`config.mk`:
```
export PLATFORM = sky130hd
export DESIGN_NAME = muldiv_requester
export DESIGN_NICKNAME = d
export VERILOG_FILES = /design/src/rtl/muldiv_requester_pkg.sv /design/src/rtl/muldiv_requester.sv
export SDC_FILE = /design/constraint.sdc
export NUM_CORES = 1
export LEC_CHECK = 0
export CAP_MARGIN = 10
export CORE_ASPECT_RATIO = 1.75
export CORE_UTILIZATION = 45
export DETAILED_ROUTE_END_ITERATION = 8
export PLACE_DENSITY = 0.86
export REMOVE_ABC_BUFFERS = 1
export SETUP_SLACK_MARGIN = 0.2
export SLEW_MARGIN = 5
export SYNTH_ARGS = -nofsm -noshare
export SYNTH_HDL_FRONTEND = slang
export SYNTH_SLANG_ARGS = --single-unit
export TNS_END_PERCENT = 1
```
`constraint.sdc`:
```
create_clock -name clk -period 8.7 [get_ports clk]
set_input_delay 2.61 -clock clk [delete_from_list [all_inputs] [get_ports clk]]
set_output_delay 2.61 -clock clk [all_outputs]
set_load 0.05 [all_outputs]
```
`src/rtl/muldiv_requester_pkg.sv`:
```
// muldiv_requester_pkg
//   Shared encodings for the multiply/divide path. Used by the requester,
//   the multiply/divide unit and the decode stage so all three agree on
//   the unit op codes, the E-stage request kinds and the requester FSM.
package muldiv_requester_pkg;

    // Op code carried on the unit's in_op port.
    typedef enum logic [1:0] {
        MD_OP_IDLE = 2'd0,
        MD_OP_MUL  = 2'd1,
        MD_OP_DIV  = 2'd2
    } md_op_e;

    // Kind of HI/LO-writing request coming from the E stage.
    typedef enum logic [1:0] {
        KIND_MUL  = 2'd0,
        KIND_DIV  = 2'd1,
        KIND_MTHI = 2'd2,
        KIND_MTLO = 2'd3
    } req_kind_e;

    // Requester FSM encoding.
    typedef enum logic [1:0] {
        ST_IDLE  = 2'd0,
        ST_ISSUE = 2'd1,
        ST_WAIT  = 2'd2
    } md_state_e;

endpackage

```
`src/rtl/muldiv_requester.sv`:
```
// muldiv_requester
//   Pipeline-side initiator for the multiply/divide unit. Accepts
//   MULT/MULTU/DIV/DIVU/MTHI/MTLO from the E stage, owns the architectural
//   HI/LO registers, runs the unit's in/out valid/ready handshakes and
//   stalls the pipeline while an operation is outstanding.
//
//   Ports:
//     clk, reset            clock, asynchronous active-high reset
//     req_valid/req_kill    E-stage request and its flush
//     req_kind/req_sign     0=MUL 1=DIV 2=MTHI 3=MTLO, signed flag
//     req_a/req_b           rs / rt operands
//     use_hilo              E-stage instruction reads HI/LO
//     stall, busy           pipeline freeze, FSM not idle
//     hi, lo                architectural HI/LO
//     md_in_*               request channel to the unit
//     md_out_*              result channel from the unit
//
//   Build option: MD_DIV0_BYPASS_EN -- when defined, a DIV with a zero
//   divisor is dropped at acceptance (HI/LO unchanged, no stall).
module muldiv_requester
    import muldiv_requester_pkg::*;
#(
    parameter int WIDTH = 32
) (
    input  logic             clk,
    input  logic             reset,
    input  logic             req_valid,
    input  logic             req_kill,
    input  logic [1:0]       req_kind,
    input  logic             req_sign,
    input  logic [WIDTH-1:0] req_a,
    input  logic [WIDTH-1:0] req_b,
    input  logic             use_hilo,
    output logic             stall,
    output logic             busy,
    output logic [WIDTH-1:0] hi,
    output logic [WIDTH-1:0] lo,
    output logic [WIDTH-1:0] md_in_src0,
    output logic [WIDTH-1:0] md_in_src1,
    output logic [1:0]       md_in_op,
    output logic             md_in_sign,
    output logic             md_in_valid,
    input  logic             md_in_ready,
    input  logic             md_out_valid,
    output logic             md_out_ready,
    input  logic [WIDTH-1:0] md_out_res0,
    input  logic [WIDTH-1:0] md_out_res1
);

    md_state_e        state_q, state_d;
    md_op_e           op_q, op_d;
    logic [WIDTH-1:0] src0_q, src0_d;
    logic [WIDTH-1:0] src1_q, src1_d;
    logic             sign_q, sign_d;
    logic [WIDTH-1:0] hi_q, hi_d;
    logic [WIDTH-1:0] lo_q, lo_d;
    logic             div_issue;

    always_comb begin
        state_d   = state_q;
        op_d      = op_q;
        src0_d    = src0_q;
        src1_d    = src1_q;
        sign_d    = sign_q;
        hi_d      = hi_q;
        lo_d      = lo_q;
`ifdef MD_DIV0_BYPASS_EN
        div_issue = (req_b != '0);
`else
        div_issue = 1'b1;
`endif
        case (state_q)
            ST_IDLE: begin
                if (req_valid && !req_kill) begin
                    case (req_kind_e'(req_kind))
                        KIND_MUL: begin
                            src0_d  = req_a;
                            src1_d  = req_b;
                            sign_d  = req_sign;
                            op_d    = MD_OP_MUL;
                            state_d = ST_ISSUE;
                        end
                        KIND_DIV: begin
                            // A bypassed divide completes here as a no-op.
                            if (div_issue) begin
                                src0_d  = req_a;
                                src1_d  = req_b;
                                sign_d  = req_sign;
                                op_d    = MD_OP_DIV;
                                state_d = ST_ISSUE;
                            end
                        end
                        KIND_MTHI: hi_d = req_a;
                        KIND_MTLO: lo_d = req_a;
                        default:   ;
                    endcase
                end
            end
            ST_ISSUE: begin
                if (md_in_ready) state_d = ST_WAIT;
            end
            ST_WAIT: begin
                if (md_out_valid) begin
                    hi_d    = md_out_res1;
                    lo_d    = md_out_res0;
                    op_d    = MD_OP_IDLE;
                    state_d = ST_IDLE;
                end
            end
            default: state_d = ST_IDLE;
        endcase
    end

    always_ff @(posedge clk or posedge reset) begin
        if (reset) begin
            state_q <= ST_IDLE;
            op_q    <= MD_OP_IDLE;
            src0_q  <= '0;
            src1_q  <= '0;
            sign_q  <= 1'b0;
            hi_q    <= '0;
            lo_q    <= '0;
        end else begin
            state_q <= state_d;
            op_q    <= op_d;
            src0_q  <= src0_d;
            src1_q  <= src1_d;
            sign_q  <= sign_d;
            hi_q    <= hi_d;
            lo_q    <= lo_d;
        end
    end

    // Handshake strobes decode straight from the state register, so the
    // unit never sees a combinational path from the E-stage inputs.
    assign md_in_valid  = (state_q == ST_ISSUE);
    assign md_out_ready = (state_q == ST_WAIT);
    assign md_in_src0   = src0_q;
    assign md_in_src1   = src1_q;
    assign md_in_sign   = sign_q;
    assign md_in_op     = op_q;
    assign hi           = hi_q;
    assign lo           = lo_q;
    assign busy         = (state_q != ST_IDLE);
    // Kill does not mask stall: the flushed instruction still has to wait.
    assign stall        = busy && (use_hilo || req_valid);

`ifndef SYNTHESIS
    // A result offered outside WAIT is a unit protocol error; it is ignored.
    always_ff @(posedge clk) begin
        if (!reset) begin
            assert (!(md_out_valid && state_q != ST_WAIT))
                else $error("muldiv_requester: md_out_valid outside WAIT");
        end
    end
`endif

endmodule

```
### Yosys cells after proc, flatten, opt, wreduce, memory -nomap -nowiden

Index checks and enable logic that the tools add are counted.

| storage, ports and cells | value |
|---|---|
| flip-flop bits (word level) | 133 |
| latch bits | 0 |
| RAM bits | 0 |
| ROM bits | 0 |
| word-level logic and storage cells | 49 |
| memories | 0 |

| cells by class | value |
|---|---|
| $add $sub $neg | 0 |
| multiply operators | 0 |
| divide/modulo/power cells | 0 |
| order comparisons | 0 |
| equal/unequal tests | 12 |
| shifts and indexed selects | 0 |
| muxes and demuxes | 16 |
| bitwise operators | 0 |
| reduce and logical (&&, ||, !) cells | 14 |

Operators by type and width:

| operator | number |
|---|---|
| 2-to-1 mux 32 bit | 6 |
| one-hot mux 32 bit (2 select lines) | 2 |
| AND reduction 4 bit | 4 |
| 2-to-1 mux 2 bit | 5 |
| one-hot mux 2 bit (2 select lines) | 2 |
| equality test 2 bit, second input constant | 3 |
| inequality test 2 x 1 -> 1 bit, second input constant | 3 |
| inequality test 2 bit, second input constant | 3 |
| one-hot mux 2 bit (3 select lines) | 1 |
| equality test 2 x 1 -> 1 bit, second input constant | 2 |
| zero test 2 bit | 2 |
| nonzero test 2 bit | 2 |
| inequality test 3 x 1 -> 1 bit, second input constant | 1 |
| AND reduction 3 bit | 1 |
| logical AND 1 bit | 2 |
| OR reduction 2 bit | 1 |
| zero test 1 bit | 1 |
| logical OR 1 bit | 1 |

### Longest topological paths before layout

Gate-level depths: netlist of the first run.

| logic depth | value |
|---|---|
| depth in word-level cells | 5 |
| gate-level depth with buffers | 6 |
| gate-level depth less buffers | 3 |

### Least setup slack after synthesis of the first run

No wires, ideal clock.

| path | value |
|---|---|
| kind | input port to output port |
| from | input req_valid |
| to | output stall |
| arrival | 3.015 ns |
| data required time | 6.090 ns |
| setup slack | 3.075 ns |
| cell stages on the path | 1 |
| path buffers | 0 |
| cells stage by stage | o21a_1 |

| on the way | value |
|---|---|
| cells in the longest elaborated chain, start to end | 2 |

Ends and longest elaborated chain:

| item | RTL line | source |
|---|---|---|
| from (decl) | muldiv_requester.sv:27 | `input logic req_valid,` |
| logical OR 1 bit | muldiv_requester.sv:146 | `assign stall = busy && (use_hilo \|\| req_valid);` |
| logical AND 1 bit | muldiv_requester.sv:146 |  |
| to (decl) | muldiv_requester.sv:34 | `output logic stall,` |

No other way between the ends.

### Worst setup path in the final report of the first run

Ends and elaborated chain as after synthesis.

==> results.ini, run 1 <==
[power_and_ir_drop]
cellPowerDensity_mw_per_mm2=376
peakVddDrop_uv=245
p_leak_nw=3.83

[setup_path]
endpoint=stall
worstSetupStartpoint=req_valid
path_class=input pin to output port
critPathTopFamily=buffers and inverters
cp.arrival_ns=4.00
start_kind=input pin
crit_top_cell=clkdlybuf4s50_1
worstSetupPathDepth=3
r2r_setup_slack_ns=5.51
r2r-end=md_in_src0[30]
critPathSlowestCell=clkdlybuf4s50_1
endpoint_kind=output port
critical_path_buf_inv_count=2
ff2ff_path_depth=4
cpPeakStageDelay_ns=0.79
path_cells=clkdlybuf4s50_1 > o21a_1 > clkdlybuf4s50_1
cp.required_ns=6.09
cp_max_fo=2
reg2reg_from=state_q[1]

[floorplanning]
die_w_um=89.5
coreArea_mm2=0.0130
ios=273
die_y_um=155
initial_core_util_pct=46.3
die-area_mm2=0.0139
rows=55

[finish]
final_cell_mix=clkdlybuf4s50_1 (272), dfrtp_1 (133), mux2_2 (106), mux2_1 (57), mux2_4 (30)
nets=785
area_growth_pct=54.8
layout.cells.non_filler=831
layout_commonest_cell=clkdlybuf4s50_1
drive_above_1_share_pct=26.8
num_antenna_cells=0

[clocking]
htreeDepth=4
cts_resized=0
cts_buffer_depth=2
clock_sinks=133
cts_tree=done
clock-root-buffer=clkbuf_16
clock_latency_ns=0.40
numCtsBuffers=17
post_cts_buffers=0
clkTransAtPathRegs_ns=0.06
cts_hold_buffers=0

[placed_design]
io_buffers=272
globalplace.congestion=0.877
dp_hpwl_mm=12.1
dp_cells=799

[yosys]
ys_seq_area_share_pct=55.2
syn-cell-area_mm2=0.00603
yosys_warnings=0
syn_inst=374
ys_ff_latch=133
synth_area_per_cell_um2=16.1
yosysUniqueCellTypes=25

[sta]
slew_headroom_pct=27.2
worst_pin_slew_ns=1.09
finClkSkew_ns=0.00621
setup_tns_ns=0
slew_violations=0
rsz0062_at_grt=no
fmax_ghz=0.151
final_hold_viol_count=0
setup_viol_count_final=0
period_needed_ns=6.61
finalCritPeriodShare_pct=76.0

[routing]
wl_mm=16.5
firstDrtPassIters=4
drt.antenna.violating_nets=0
dr.first_iter.drc_count=109
drc=0
wire_per_inst_um=19.9
vias_per_cell=5.09
via_count=4228

[global_routing]
grt_max_degree=69
first_global_vias=4817
grtUsageTotal_pct=25.1
grt_remaining_overflow=0
antenna_found_initial=0
grt_pass1_wl_mm=25.3

[worst_hold_path]
min_path_type=flop to flop
holdPathStages=1

[job]
cap_viol_max_count=0

[run_status]
status=completed

==> cells by family (layout without fill, tap and decap cells) <==
| group | after synthesis | count (layout) | share of synthesized area, % |
|---|---|---|---|
| compound gates | 8 | 8 | 1.18 |
| buf+inv | 26 | 312 | 4.05 |
| flops | 133 | 133 | 55.2 |
| mux | 193 | 193 | 37.9 |
| simple gates | 14 | 14 | 1.62 |
==> flip-flops by register name (all words and copies together), names as in the netlist <==
register,cells
lo,32
state_q,2
md_in_sign,1
md_in_op,2
md_in_src1,32
hi,32
md_in_src0,32
==> power by group <==
part	internal, mW	leakage (nW)	switching, mW	total [mW]
Sequential	0.862	1.58	0.134	0.995
Combinational	0.689	1.99	1.15	1.84
Clock	0.395	0.261	0.278	0.673
Total	1.95	3.83	1.56	3.51
==> how the worst min path moves through the flow <==
stage | start | to | slack (ns)
after floorplan | state_q[1] | md_in_op[0] | 0.66
after global placement | md_in_src1[8] | md_in_src1[8] | 0.47
after detailed placement | md_in_src1[23] | md_in_src1[23] | 0.47
after CTS | md_in_src1[23] | md_in_src1[23] | 0.49
after global routing | md_in_src1[29] | md_in_src1[29] | 0.50
final | md_in_src1[29] | md_in_src1[29] | 0.48
==> synthesized netlist by cell type (all sizes together) <==
cell / n / share of area (%)
a21oi: 3 / 0.44
o21a: 1 / 0.12
o21ai: 2 / 0.17
and2b: 2 / 0.25
nand2: 2 / 0.12
nand3b: 1 / 0.12
a21o: 1 / 0.12
inv: 4 / 0.25
or4: 1 / 0.12
mux2: 193 / 38
nand3: 2 / 0.17
or2: 1 / 0.10
clkbuf: 2 / 0.12
dfrtp: 133 / 55
or4b: 2 / 0.33
nor2b: 2 / 0.21
o2bb2a: 1 / 0.33
buf: 20 / 3.7
nor2: 1 / 0.19
==> worst reg2reg max path: cells and delay by family, from the launching register on <==
| family | cells | cell delay [ns] |
|---|---|---|
| multiplexers | 1 | 0.40 |
| buffers and inverters | 1 | 0.56 |
| flip-flops | 1 | 0.47 |
| AND/OR/NAND/NOR | 2 | 1.64 |
==> metrics by stage <==
stage / setup WS [ns] / utilization [%] / hold WS, ns / total power [mW] / cell area (um2)
2_1_floorplan: 2.15 / - / 0.660 / 2.17 / 5800
3_3_place_gp: 2.09 / 67.5 / 0.467 / 2.81 / 8770
3_5_place_dp: 2.08 / 67.5 / 0.474 / 2.85 / 8770
4_1_cts: 2.09 / 71.8 / 0.488 / 3.54 / 9330
5_1_grt: 2.06 / 71.8 / 0.504 / 3.65 / 9330
6_report: 2.09 / 71.8 / 0.480 / 3.51 / 9330
==> metal layers <==
layer	vias to the layer above	global-route usage, %	wire length [um]
li1	1886	-	-
met1	2115	24.9	5690
met2	173	46.1	9220
met3	54	5.73	790
met4	0	14.5	808
met5	-	0	0
==> layout make-up <==
class | count | area (um2)
tap | 171 | 214
clock buffer | 18 | 429
sequential | 133 | 3330
timing repair buffer | 276 | 2750
fill | 829 | 3670
inverter | 4 | 17.5
clock inverter | 14 | 129
multi-input combinational | 215 | 2460
(Power assumes the default switching activity.)
==> inputs of run 2 (changes only) <==
--- a/config.mk
+++ b/config.mk
@@ -7,9 +7,9 @@
 export LEC_CHECK = 0
 export CAP_MARGIN = 10
 export CORE_ASPECT_RATIO = 1.75
-export CORE_UTILIZATION = 45
+export CORE_UTILIZATION = 42
 export DETAILED_ROUTE_END_ITERATION = 8
-export PLACE_DENSITY = 0.86
+export PLACE_DENSITY = 0.81
 export REMOVE_ABC_BUFFERS = 1
 export SETUP_SLACK_MARGIN = 0.2
 export SLEW_MARGIN = 5
==> constraint.sdc (replaced) <==
create_clock -name clk -period 6.4 [get_ports clk]
set_input_delay 1.92 -clock clk [delete_from_list [all_inputs] [get_ports clk]]
set_output_delay 1.92 -clock clk [all_outputs]
set_load 0.05 [all_outputs]
==> run 2 against run 1 <==
Net effect: flip-flop and latch count is the same; combinational power grew 36%; total power grew 39%; worst hold slack gained 0.0045 ns; clock power grew 52%; worst setup slack lost 0.93 ns; final area grew 0.86%; critical path depth is the same; die area grew 7.0%; via count shrank 0.24%; register-to-register slack lost 2.0 ns; critical endpoint unchanged; highest routed layer unchanged.
==> results.ini, run 2 (synthesized netlist as in run 1, its figures left out) <==
[power_and_ir_drop]
clkPwrFrac_pct=20.9
p_int_mw=2.75
p_leak_nw=3.87
p_comb_share_pct=51.3
peakVddDrop_uv=276
cellPowerDensity_mw_per_mm2=519
seq_power_share_pct=27.8
switching_share_pct=43.6
switchingPower_mw=2.13

[setup_path]
critPathSlowestCell=clkdlybuf4s50_1
crit_top_cell=clkdlybuf4s50_1
cp.required_ns=4.48
cp.arrival_ns=3.32
path_cells=clkdlybuf4s50_1 > o21a_1 > clkdlybuf4s50_1
path_class=input pin to output port
endpoint_kind=output port
cpPeakStageDelay_ns=0.80
start_kind=input pin
cp_max_fo=2

[floorplanning]
die-area_mm2=0.0149
die_w_um=92.6
coreArea_mm2=0.0140
rows=57
initial_core_util_pct=43.1
die_y_um=160
ios=273

[routing]
wl_mm=16.9
firstDrtPassIters=4
via_count=4218
dr.first_iter.drc_count=100
wire_per_inst_um=20.2
drt.antenna.violating_nets=0
drc=0
vias_per_cell=5.04

[finish]
drive_above_1_share_pct=27.0
final_cell_mix=clkdlybuf4s50_1 (272), dfrtp_1 (133), mux2_2 (106), mux2_1 (57), mux2_4 (30)
layout_commonest_cell=clkdlybuf4s50_1
nets=785
num-fill-cells=1023
num_antenna_cells=0
area_growth_pct=56.2

[placed_design]
io_buffers=272
pre_cts_ws_ns=1.17
globalplace.congestion=0.823
dp_hpwl_mm=12.3

[global_routing]
first_global_vias=4723
antenna_found_initial=0
grtUsageTotal_pct=23.5
grt_pass1_wl_mm=26.2
grt_remaining_overflow=0
grt_max_degree=72

[clocking]
cts_tree=done
cts_hold_buffers=0
clkTransAtPathRegs_ns=0.06
numCtsBuffers=17
cts_resized=0
post_cts_buffers=0
clock_latency_ns=0.40
htreeDepth=4
clock_sinks=133
clock-root-buffer=clkbuf_16
cts_buffer_depth=2

[sta]
slew_headroom_pct=21.1
worst_pin_slew_ns=1.18
slew_violations=0
setup_viol_count_final=0
hold-worst-slack_ns=0.485
period_needed_ns=5.24
fmax_ghz=0.191
finalCritPeriodShare_pct=81.9
rsz0062_at_grt=no
fin_ws_ns=1.16
finClkSkew_ns=0.00622
setup_tns_ns=0
final_hold_viol_count=0

[run_status]
status=completed

[job]
cap_viol_max_count=0

[worst_hold_path]
min_path_type=flop to flop

run 2: final timing paths:
path / startpoint / endpoint / slack, ns / cells after the start
max: req_valid / stall / 1.16 / 3
min: md_in_src1[16] / md_in_src1[16] / 0.48 / 1
max reg2reg: state_q[1] / md_in_src0[10] / 3.54 / 4
min reg2reg: md_in_src1[16] / md_in_src1[16] / 0.48 / 1
max in group asynchronous: reset / lo[25] / 3.27 / 3
min in group asynchronous: reset / md_in_src0[15] / 2.08 / 2
run 2: metal layers:
metal | vias up | GRT usage (%) | part of all wire, %
li1 | 1883 | - | -
met1 | 2115 | 25.4 | 35
met2 | 174 | 41.5 | 55
met3 | 46 | 5.21 | 5.0
met4 | 0 | 13.6 | 5.0
met5 | - | 0 | 0
run 2: worst max-delay path, delay by kind of cell:
family | cells | cell delay, ns
AOI/OAI and AO/OA | 1 | 0.13
buffers and inverters | 2 | 1.28
run 2: through the flow:
| step | util [%] | cells | cell area, um2 | power [mW] |
|---|---|---|---|---|
| floorplan | - | 352 | 5800 | 2.95 |
| global placement | 62.9 | 805 | 8790 | 3.83 |
| detailed placement | 62.9 | 805 | 8790 | 3.88 |
| CTS | 67.3 | 837 | 9410 | 4.92 |
| global route | 67.3 | 837 | 9410 | 5.05 |
| finish | 67.3 | 837 | 9410 | 4.88 |
run 2: final cells by class:
cell class	instances	area (um2)	share of cell area [%]
clock buffers	20	467	4.96
clock inverters	12	151	1.61
inverters	4	17.5	0.186
multi-input cells	215	2460	26.2
flip-flops and latches	133	3330	35.4
well taps	177	221	2.35
repair buffers	276	2770	29.4
run 2: power by group through the flow:
stage / Sequential [mW] / Combinational, mW / Clock, mW
finish: 1.36 / 2.51 / 1.02
global route: 1.39 / 2.58 / 1.07
CTS: 1.36 / 2.53 / 1.04
detailed placement: 1.36 / 2.52 / 0
global placement: 1.34 / 2.49 / 0
floorplan: 2.51 / 0.439 / 0
